## src/rtl/rpn_stack_ctrl.sv

```systemverilog
// Token-driven RPN evaluator that masters the stack_8x8 cmd/data_in port.
// Build option: define RPN_MUL_EN to make opcode 3 a multiply (otherwise XOR).
module rpn_stack_ctrl #(
  parameter int WIDTH = 8
) (
  input  logic             clk,
  input  logic             rst_n,
  input  logic             tok_valid,
  output logic             tok_ready,
  input  logic [1:0]       tok_kind,
  input  logic [WIDTH-1:0] tok_data,
  output logic             res_valid,
  output logic [WIDTH-1:0] res_data,
  output logic             err,
  output logic [1:0]       stk_cmd,
  output logic [WIDTH-1:0] stk_data_in,
  input  logic [WIDTH-1:0] stk_data_out,
  input  logic             stk_full,
  input  logic             stk_empty,
  input  logic             stk_error
);

  typedef enum logic [2:0] {IDLE, POP1, POP2, CALC, WAIT} state_e;
  typedef enum logic [1:0] {CMD_NOP = 2'd0, CMD_CLR = 2'd1, CMD_PUSH = 2'd2, CMD_POP = 2'd3} cmd_e;
  typedef enum logic [1:0] {TOK_OPERAND = 2'd0, TOK_OPERATOR = 2'd1, TOK_CLEAR = 2'd2, TOK_RSVD = 2'd3} kind_e;

  state_e           state, state_d;
  cmd_e             cmd_q, cmd_d;
  logic [WIDTH-1:0] data_in_d;
  logic             res_valid_d;
  logic [WIDTH-1:0] res_data_d;
  logic             err_d;
  logic [1:0]       op, op_d;
  logic [WIDTH-1:0] b_q, b_d;
  logic [WIDTH-1:0] alu_r;

  // Empty flag is observed by the stack's other consumers only.
  logic unused_empty;
  assign unused_empty = stk_empty;

  assign tok_ready = (state == IDLE);
  assign stk_cmd   = cmd_q;

  // A is the deeper entry; it is consumed straight off stk_data_out in CALC.
  always_comb begin
    alu_r = '0;
    case (op)
      2'd0: alu_r = stk_data_out + b_q;
      2'd1: alu_r = stk_data_out - b_q;
      2'd2: alu_r = stk_data_out & b_q;
      default: begin
`ifdef RPN_MUL_EN
        alu_r = stk_data_out * b_q;
`else
        alu_r = stk_data_out ^ b_q;
`endif
      end
    endcase
  end

  always_comb begin
    state_d     = state;
    cmd_d       = CMD_NOP;
    data_in_d   = stk_data_in;
    res_valid_d = 1'b0;
    res_data_d  = res_data;
    err_d       = err;
    op_d        = op;
    b_d         = b_q;
    case (state)
      IDLE: begin
        if (tok_valid) begin
          case (kind_e'(tok_kind))
            TOK_OPERAND: begin
              if (stk_full) begin
                err_d = 1'b1;
              end else begin
                cmd_d     = CMD_PUSH;
                data_in_d = tok_data;
                state_d   = WAIT;
              end
            end
            TOK_OPERATOR: begin
              op_d    = tok_data[1:0];
              cmd_d   = CMD_POP;
              state_d = POP1;
            end
            TOK_CLEAR: begin
              cmd_d   = CMD_CLR;
              err_d   = 1'b0;
              state_d = WAIT;
            end
            default: ;
          endcase
        end
      end
      POP1: begin
        cmd_d   = CMD_POP;
        state_d = POP2;
      end
      POP2: begin
        b_d = stk_data_out;
        if (stk_error) begin
          err_d   = 1'b1;
          state_d = WAIT;
        end else begin
          state_d = CALC;
        end
      end
      CALC: begin
        if (stk_error) begin
          err_d = 1'b1;
        end else begin
          cmd_d       = CMD_PUSH;
          data_in_d   = alu_r;
          res_data_d  = alu_r;
          res_valid_d = 1'b1;
        end
        state_d = WAIT;
      end
      WAIT:    state_d = IDLE;
      default: state_d = IDLE;
    endcase
  end

  always_ff @(posedge clk) begin
    if (!rst_n) begin
      state       <= IDLE;
      cmd_q       <= CMD_CLR;
      stk_data_in <= '0;
      res_valid   <= 1'b0;
      res_data    <= '0;
      err         <= 1'b0;
      op          <= '0;
      b_q         <= '0;
    end else begin
      state       <= state_d;
      cmd_q       <= cmd_d;
      stk_data_in <= data_in_d;
      res_valid   <= res_valid_d;
      res_data    <= res_data_d;
      err         <= err_d;
      op          <= op_d;
      b_q         <= b_d;
    end
  end

endmodule
```

## config.mk

```make
export PLATFORM = sky130hd
export DESIGN_NAME = rpn_stack_ctrl
export DESIGN_NICKNAME = d
export VERILOG_FILES = /design/src/rtl/rpn_stack_ctrl.sv
export SDC_FILE = /design/constraint.sdc
export NUM_CORES = 1
export LEC_CHECK = 0
export CAP_MARGIN = 20
export CORE_UTILIZATION = 45
export CTS_BUF_LIST = sky130_fd_sc_hd__clkbuf_4
export CTS_CLUSTER_DIAMETER = 80
export CTS_CLUSTER_SIZE = 28
export DETAILED_ROUTE_END_ITERATION = 7
export PLACE_DENSITY = 0.82
export SYNTH_ARGS = -nofsm -noshare
export SYNTH_HDL_FRONTEND = slang
export SYNTH_SLANG_ARGS = --single-unit
```

## constraint.sdc

```tcl
create_clock -name clk -period 3.5 [get_ports clk]
set_input_delay 0.7 -clock clk [delete_from_list [all_inputs] [get_ports clk]]
set_output_delay 0.7 -clock clk [all_outputs]
set_load 0.01 [all_outputs]
```

== Word-level counts from Yosys, hierarchy flattened ==
Index checks and enable logic that the tools add are counted.

* Register bits: 33
* Input bits: 24
* Output and inout bits: 21
* Logic and storage cells: 63

* Add/subtract/negate cells: 2
* Equal/unequal tests: 16
* Mux-type cells: 22
* Bitwise operators: 3
* Reduce and logical (&&, ||, !) cells: 12

{| class="wikitable"
|+ Operators with widths
! kind !! number
|-
| 8-bit 2-to-1 mux || 4
|-
| 8-bit one-hot mux with 3 select lines || 1
|-
| 8-bit one-hot mux with 2 select lines || 1
|-
| 2-bit one-hot mux with 3 select lines || 2
|-
| 3-bit one-hot mux with 4 select lines || 1
|-
| 5-bit AND reduction || 2
|-
| 3-bit 2-to-1 mux || 3
|-
| 3-bit one-hot mux with 3 select lines || 1
|-
| 8-bit adder || 1
|-
| 8-bit bitwise AND || 1
|-
| 8-bit subtractor || 1
|-
| 8-bit bitwise XOR || 1
|-
| 3-bit by 2-bit equality test with 1-bit output, second input constant || 2
|-
| 2-bit 2-to-1 mux || 3
|-
| 2-bit != test, second input constant || 3
|-
| 3-bit != test, second input constant || 2
|-
| 3-bit AND reduction || 2
|-
| 2-bit by 1-bit equality test with 1-bit output, second input constant || 2
|-
| 2-bit equality test, second input constant || 2
|-
| 2-bit zero test || 2
|-
| 1-bit 2-to-1 mux || 4
|-
| 2-bit by 1-bit != test with 1-bit output, second input constant || 2
|-
| 4-bit by 1-bit != test with 1-bit output, second input constant || 1
|-
| 1-bit one-hot mux with 2 select lines || 2
|-
| other kinds (7) || 9
|}

== Depth between registers and ports, before layout ==
Gate-level depths: netlist of the first run.

* Depth in word-level cells: 4
* Gate-level depth with buffers: 11

== Worst setup path before layout of the first run ==
No wires, ideal clock.

* Kind: flip-flop to flip-flop
* Start point: register op[0]
* End point: register stk_data_in[6]
* Data arrival time: 2485 ps
* Slack: 890 ps
* Cell stages (with the launch flop): 11
* Clock period less this slack: 2610 ps
* Path through: dfxtp_1 > buf_6 > nor2b_1 > clkbuf_1 > mux2_2 > fa_1 > nor2b_1 > o21bai_1 > a21boi_0 > mux2i_1 > o32ai_2

* Longest elaborated chain between the ends: 4
* Elaborated cells between the ends (all ways): 6
* Classes of those cells: eq/ne (2); mux (3); reduce/logical (1)

{| class="wikitable"
|+ RTL lines
! item !! line !! text
|-
| from (decl) || 33 || <nowiki>logic [1:0] op, op_d;</nowiki>
|-
| from (signal assigned) || 143 || <nowiki>op <= op_d;</nowiki>
|-
| 2-bit equality test (tied with other cells) || 47 || <nowiki>case (op)</nowiki>
|-
| 8-bit one-hot mux with 3 select lines (*) || 47 ||
|-
| 8-bit 2-to-1 mux (*) || 111 || <nowiki>if (stk_error) begin</nowiki>
|-
| 8-bit one-hot mux with 2 select lines (*) || 70 || <nowiki>case (state)</nowiki>
|-
| to (signal assigned) || 139 || <nowiki>stk_data_in <= data_in_d;</nowiki>
|-
| to (decl) || 16 || <nowiki>output logic [WIDTH-1:0] stk_data_in,</nowiki>
|}

Mark *: on every way between the ends. The rest lies on a longest branch, timed or not. The select of a mux whose other input is x is not followed.
A chain may end at the register's enable or synchronous reset.

== Final worst setup path of the first run ==
Same ends and word-level chain as after synthesis.

==> results_dict.tcl, run 1 <==
set metrics [dict create \
    worst-path-buf-inv 0 \
    cts_setup_buffers 0 \
    finalWeightedCongestion 0.867 \
    synthesis.area_um2 2240 \
    critPathLaunchType "flop" \
    crit_type "flop to flop" \
    p_leak_nw 1.07 \
    synth_edf_count 0 \
    drt_first_pass_iters 4 \
    drive_above_1_share 0.0698 \
    slowest_stage "nor2b_1" \
    final.period_utilization 0.818 \
    layout_min_cycle_time_ns 2.86 \
    slew_headroom 0.359 \
    wirelength_um 4950 \
    maxCapViolations 0 \
    crit_chain "nor2b_1, mux2_2, fa_1, nor2b_1, o21bai_1, a21boi_0, mux2i_1, o32ai_2" \
    std_cell_rows 25 \
    endpoint_kind "flop" \
    wl_met3_um 228 \
    start_util 0.471 \
    fin_nets 344 \
    synthesis.instances 258 \
    grt_pass1_wl_um 8130 \
    dp_hpwl_um 3730 \
    diodes 0 \
    holdWs_ns 0.504 \
    die-area_um2 5260 \
    num_vias 1956 \
    synth.yosys.seq_area_share 0.295 \
    fmax_ghz 0.349 \
    dr_wl_met2_um 2290 \
    critical_path.top_delay_family "multiplexers" \
    portBuffers 43 \
    hold_viol 0 \
    grt_usage 0.198 \
    grt_max_degree 21 \
    worst_pin_slew_ns 0.957 \
    hold_class "flop to flop" \
    rsz0062_at_grt "no" \
    synthArstFlopShare 0 \
    cp_common_cell "nor2b_1" \
    cp.arrival_ns 3.08 \
    overflow 0 \
    fillers 435 \
    vdd_drop_max_uv 144 \
    met1_length_um 2370 \
    hp-start "stk_data_in[6]" \
    htreeDepth 2 \
    io_pins 45 \
    drc 0 \
    cts.sinks 33 \
    fp.dieH_um 72.5 \
    ant_nets 0 \
    dieWidth_um 72.5 \
    post_cts_resized 0 \
    synth_warnings 0 \
    clkLatencyLatePin_ns 0.34 \
    cp-startpoint "op[0]" \
    final_cell_mix "43 x clkdlybuf4s50_1, 33 x dfxtp_1, 26 x nand2_1" \
    ys_ff_latch 33 \
    viasPerCell 5.32 \
    top_layer "met4" \
    syn2layout_area_growth_pct 23.4 \
    synth_flop_cell "dfxtp_1" \
    cp_max_fo 7 \
    tritoncts "done" \
    cts_buffers 5 \
    required_ns 3.72 \
    yosys.cell_types.count 46 \
    setup_tns_ns 0 \
    r2r-start "op[0]" \
    status "complete, no violations" \
    critPathMaxStageDelay_ns 0.47 \
    skew_ns 0.0147 \
    p_per_area_nw_per_um2 289 \
    ctsHoldBuffers 0 \
    clk_pin_slew_worst_paths_ns 0.11 \
    finalMaxSlewViolations 0 \
    drtIter0Drc 136 \
    antenna_found_initial 0 \
    avgRoutedWirePerCell_um 13.5 \
    cts_root_buf "clkbuf_4" \
    syn_avg_cell_area_um2 8.68 \
    coreArea_um2 4750 \
    syn-num-nets 302 \
    setup_viol 0 \
    clock_path_buffers 2 \
    grt_pass1_vias 1850 \
    final_common_cell "clkdlybuf4s50_1" \
]
report_power, final:
| part | internal (mW) | switching (mW) | total, mW | leakage, nW |
|---|---|---|---|---|
| Clock | 0.0727 | 0.137 | 0.210 | 0.0300 |
| Combinational | 0.0958 | 0.0996 | 0.195 | 0.769 |
| Sequential | 0.384 | 0.00914 | 0.393 | 0.267 |
| Total | 0.553 | 0.246 | 0.798 | 1.07 |
area by class of cell:
type | count | area (µm²) | area share
clock inverters | 3 | 12.5 | 0.00453
well taps | 67 | 83.8 | 0.0303
flip-flops and latches | 33 | 661 | 0.239
multi-input cells | 202 | 1460 | 0.529
clock buffers | 5 | 37.5 | 0.0136
repair buffers | 48 | 468 | 0.169
inverters | 10 | 37.5 | 0.0136
cells by family after synthesis:
group,count (synthesis),synth area share
adder cells (fa/ha/maj),20,0.115
AO/OA/AOI/OAI,55,0.173
AND/OR/NAND/NOR,92,0.213
multiplexers,25,0.113
XOR/XNOR,10,0.0391
buffers and inverters,23,0.0514
flip-flops,33,0.295
tightest hold or removal path, cell delays in order, from the launching register on:
cell and delay (ns):
dfxtp_1 0.33, nand2_1 0.07, o32ai_2 0.07
per-stage QoR:
step / total power [mW] / util / setup WS, ns / cell area (µm²) / std cells
final: 0.798 / 0.581 / 0.636 / 2760 / 368
after CTS: 0.800 / 0.581 / 0.630 / 2760 / 368
after global routing: 0.840 / 0.581 / 0.349 / 2760 / 368
after detailed placement: 0.595 / 0.571 / 0.418 / 2710 / 360
after global placement: 0.589 / 0.571 / 0.399 / 2710 / 360
after floorplan: 0.525 / - / 0.890 / 2240 / 258
path summary, 6_finish.rpt:
path,endpoint,slack [ns],cells past startpoint
max reg2reg,stk_data_in[6],0.64,8
min reg2reg,stk_data_in[6],0.50,2
min,stk_data_in[6],0.50,2
max,stk_data_in[6],0.64,8
synth_stat cells (all sizes together), types with 2 or more instances:
library cell / instances / area (µm²)
a211oi: 3 / 22.5
a21boi: 4 / 30.0
a21oi: 16 / 91.3
a22oi: 2 / 15.0
a31oi: 3 / 18.8
buf: 8 / 58.8
clkbuf: 5 / 18.8
dfxtp: 33 / 661
ha: 19 / 238
inv: 10 / 37.5
mux2: 3 / 33.8
mux2i: 22 / 220
nand2: 27 / 104
nand2b: 6 / 45.0
nand3: 4 / 20.0
nand3b: 2 / 15.0
nand4: 2 / 12.5
nor2: 20 / 75.1
nor2b: 17 / 106
nor3: 7 / 40.0
nor3b: 2 / 15.0
nor4b: 2 / 17.5
o211a: 4 / 40.0
o211ai: 3 / 22.5
o21ai: 9 / 45.0
o221ai: 2 / 17.5
or3: 2 / 17.5
xnor2: 9 / 78.8
per-layer routing:
metal / vias to the layer above / GRT usage
met5: - / 0
met4: 0 / 0.0610
met2: 55 / 0.337
met3: 9 / 0.0458
met1: 899 / 0.248
li1: 993 / -
sequential cells by signal (all words and copies together), names as in the netlist:
name / cells
err: 1
res_valid: 1
stk_cmd: 2
stk_data_in: 8
res_data: 8
op: 2
state: 3
b_q: 8
(Power assumes the default switching activity.)
==> run 2: changes to the inputs <==
==> constraint.sdc (replaced) <==
create_clock -name clk -period 2.8 [get_ports clk]
set_input_delay 0.56 -clock clk [delete_from_list [all_inputs] [get_ports clk]]
set_output_delay 0.56 -clock clk [all_outputs]
set_load 0.01 [all_outputs]
==> run 2 against run 1 <==
Setup slack worse by 0.39 ns; critical endpoint unchanged; critical path type unchanged; clock skew is 0.0035 ns lower; clock power is 29% higher; register-to-register slack worse by 0.39 ns; largest power group unchanged; hold slack better by 0.00051 ns; sequential share of layout area is 0.43 points lower; core utilization is 1.1 points higher; via count is 1.5% higher; wire length is 0.34% lower.
==> results_dict.tcl, run 2 (synthesized netlist as in run 1, its figures left out) <==
set metrics [dict create \
    r2r_end "stk_data_in[6]" \
    met1_length_um 2370 \
    portBuffers 43 \
    viasPerCell 5.31 \
    ant_nets 0 \
    hold_class "flop to flop" \
    slew_headroom 0.368 \
    grt_max_degree 34 \
    wl_met3_um 177 \
    tritoncts "done" \
    p_leak_nw 1.10 \
    start_util 0.471 \
    ctsHoldBuffers 0 \
    std_cell_rows 25 \
    dr_wl_met2_um 2320 \
    coreArea_um2 4750 \
    dp_hpwl_um 3760 \
    top_regs "b_q x8, res_data x8, stk_data_in x8" \
    top_layer "met4" \
    fp.dieH_um 72.5 \
    holdWs_ns 0.504 \
    cp.arrival_ns 2.77 \
    final.period_utilization 0.911 \
    setup_tns_ns 0 \
    fillers 444 \
    vdd_drop_max_uv 146 \
    setup_viol 0 \
    rr_worst_depth 10 \
    fin_nets 350 \
    die-area_um2 5260 \
    r2r_slack_ns 0.25 \
    status "complete, no violations" \
    min_delay_path_depth 2 \
    hp-start "res_data[4]" \
    cp_max_fo 4 \
    post_cts_resized 0 \
    dp_cells 366 \
    overflow 0 \
    required_ns 3.02 \
    wirelength_um 4940 \
    p_per_area_nw_per_um2 360 \
    avgRoutedWirePerCell_um 13.2 \
    worst_pin_slew_ns 0.943 \
    grt_pass1_wl_um 8120 \
    crit_type "flop to flop" \
    final_cell_mix "43 x clkdlybuf4s50_1, 33 x dfxtp_1, 26 x nand2_1" \
    syn2layout_area_growth_pct 25.7 \
    drc 0 \
    rsz0062_at_grt "no" \
    drive_above_1_share 0.0945 \
    cts.sinks 33 \
    finalMaxSlewViolations 0 \
    critPathLaunchType "flop" \
    fmax_ghz 0.392 \
    antenna_found_initial 0 \
    clock_path_buffers 2 \
    endpoint_kind "flop" \
    final_common_cell "clkdlybuf4s50_1" \
    cts_root_buf "clkbuf_4" \
    diodes 0 \
    fin_cells 374 \
    io_pins 45 \
    grt_usage 0.199 \
    fin_total_pwr_mw 1.01 \
    placed_cell_area_um2 2760 \
    finalWeightedCongestion 0.872 \
    drtIter0Drc 164 \
    maxCapViolations 0 \
    r2r-start "b_q[0]" \
    clkLatencyLatePin_ns 0.34 \
    clk_pin_slew_worst_paths_ns 0.11 \
    num_vias 1985 \
    drt_first_pass_iters 4 \
    design_area_um2 2810 \
    layout_min_cycle_time_ns 2.55 \
    worst_hold_path.endpoint "res_data[4]" \
    hold_viol 0 \
    dieWidth_um 72.5 \
    cts_setup_buffers 0 \
    htreeDepth 2 \
    grt_pass1_vias 1813 \
    cts_buffers 5 \
    skew_ns 0.0112 \
]
-- run 2: cell types whose count changed in the layout (fill, tap and decap cells not counted), sizes merged --
cell | previous run | this run
buf | 5 | 11
clkbuf | 5 | 6
clkinv | 3 | 2
-- run 2: worst max path at each step --
stage                    start             end  slack [ns]
3_5_place_dp   stk_data_out[0]  stk_data_in[6]        0.01
5_1_grt                 b_q[1]     res_data[7]        0.03
3_3_place_gp   stk_data_out[0]  stk_data_in[6]        0.06
6_report                b_q[0]  stk_data_in[6]        0.25
2_1_floorplan            op[0]  stk_data_in[6]        0.19
4_1_cts                 b_q[0]  stk_data_in[6]        0.25
-- run 2: area by class of cell --
| class | instances | area [µm²] | area share |
|---|---|---|---|
| multi-input combinational | 202 | 1460 | 0.520 |
| sequential | 33 | 661 | 0.235 |
| timing repair buffer | 54 | 513 | 0.182 |
| tap | 67 | 83.8 | 0.0298 |
| clock buffer | 6 | 45.0 | 0.0160 |
| inverter | 10 | 37.5 | 0.0133 |
| clock inverter | 2 | 10.0 | 0.00356 |
-- run 2: layer usage --
| metal | vias to the layer above | global-route usage |
|---|---|---|
| li1 | 1005 | - |
| met1 | 935 | 0.253 |
| met2 | 37 | 0.337 |
| met3 | 8 | 0.0403 |
| met4 | 0 | 0.0654 |
| met5 | - | 0 |
-- run 2: where the power goes --
part	internal, mW	switching, mW
Combinational	0.126	0.124
Clock	0.105	0.166
Sequential	0.480	0.0118
Total	0.712	0.302
-- run 2: per-stage QoR --
stage               utilization  worst slack [ns]
floorplan                     -             0.190
global placement          0.580            0.0611
detailed placement        0.580            0.0144
CTS                       0.592             0.248
finish                    0.592             0.250
global route              0.592            0.0282
-- run 2: critical path: stages (launching register included) --
cell and delay, ns:
dfxtp_1 0.40, inv_1 0.08, ha_1 0.30, mux2_2 0.30
fa_1 0.44, nor2b_1 0.18, o21bai_1 0.08, a21boi_0 0.18
buf_4 0.16, mux2i_1 0.21, o32ai_2 0.11
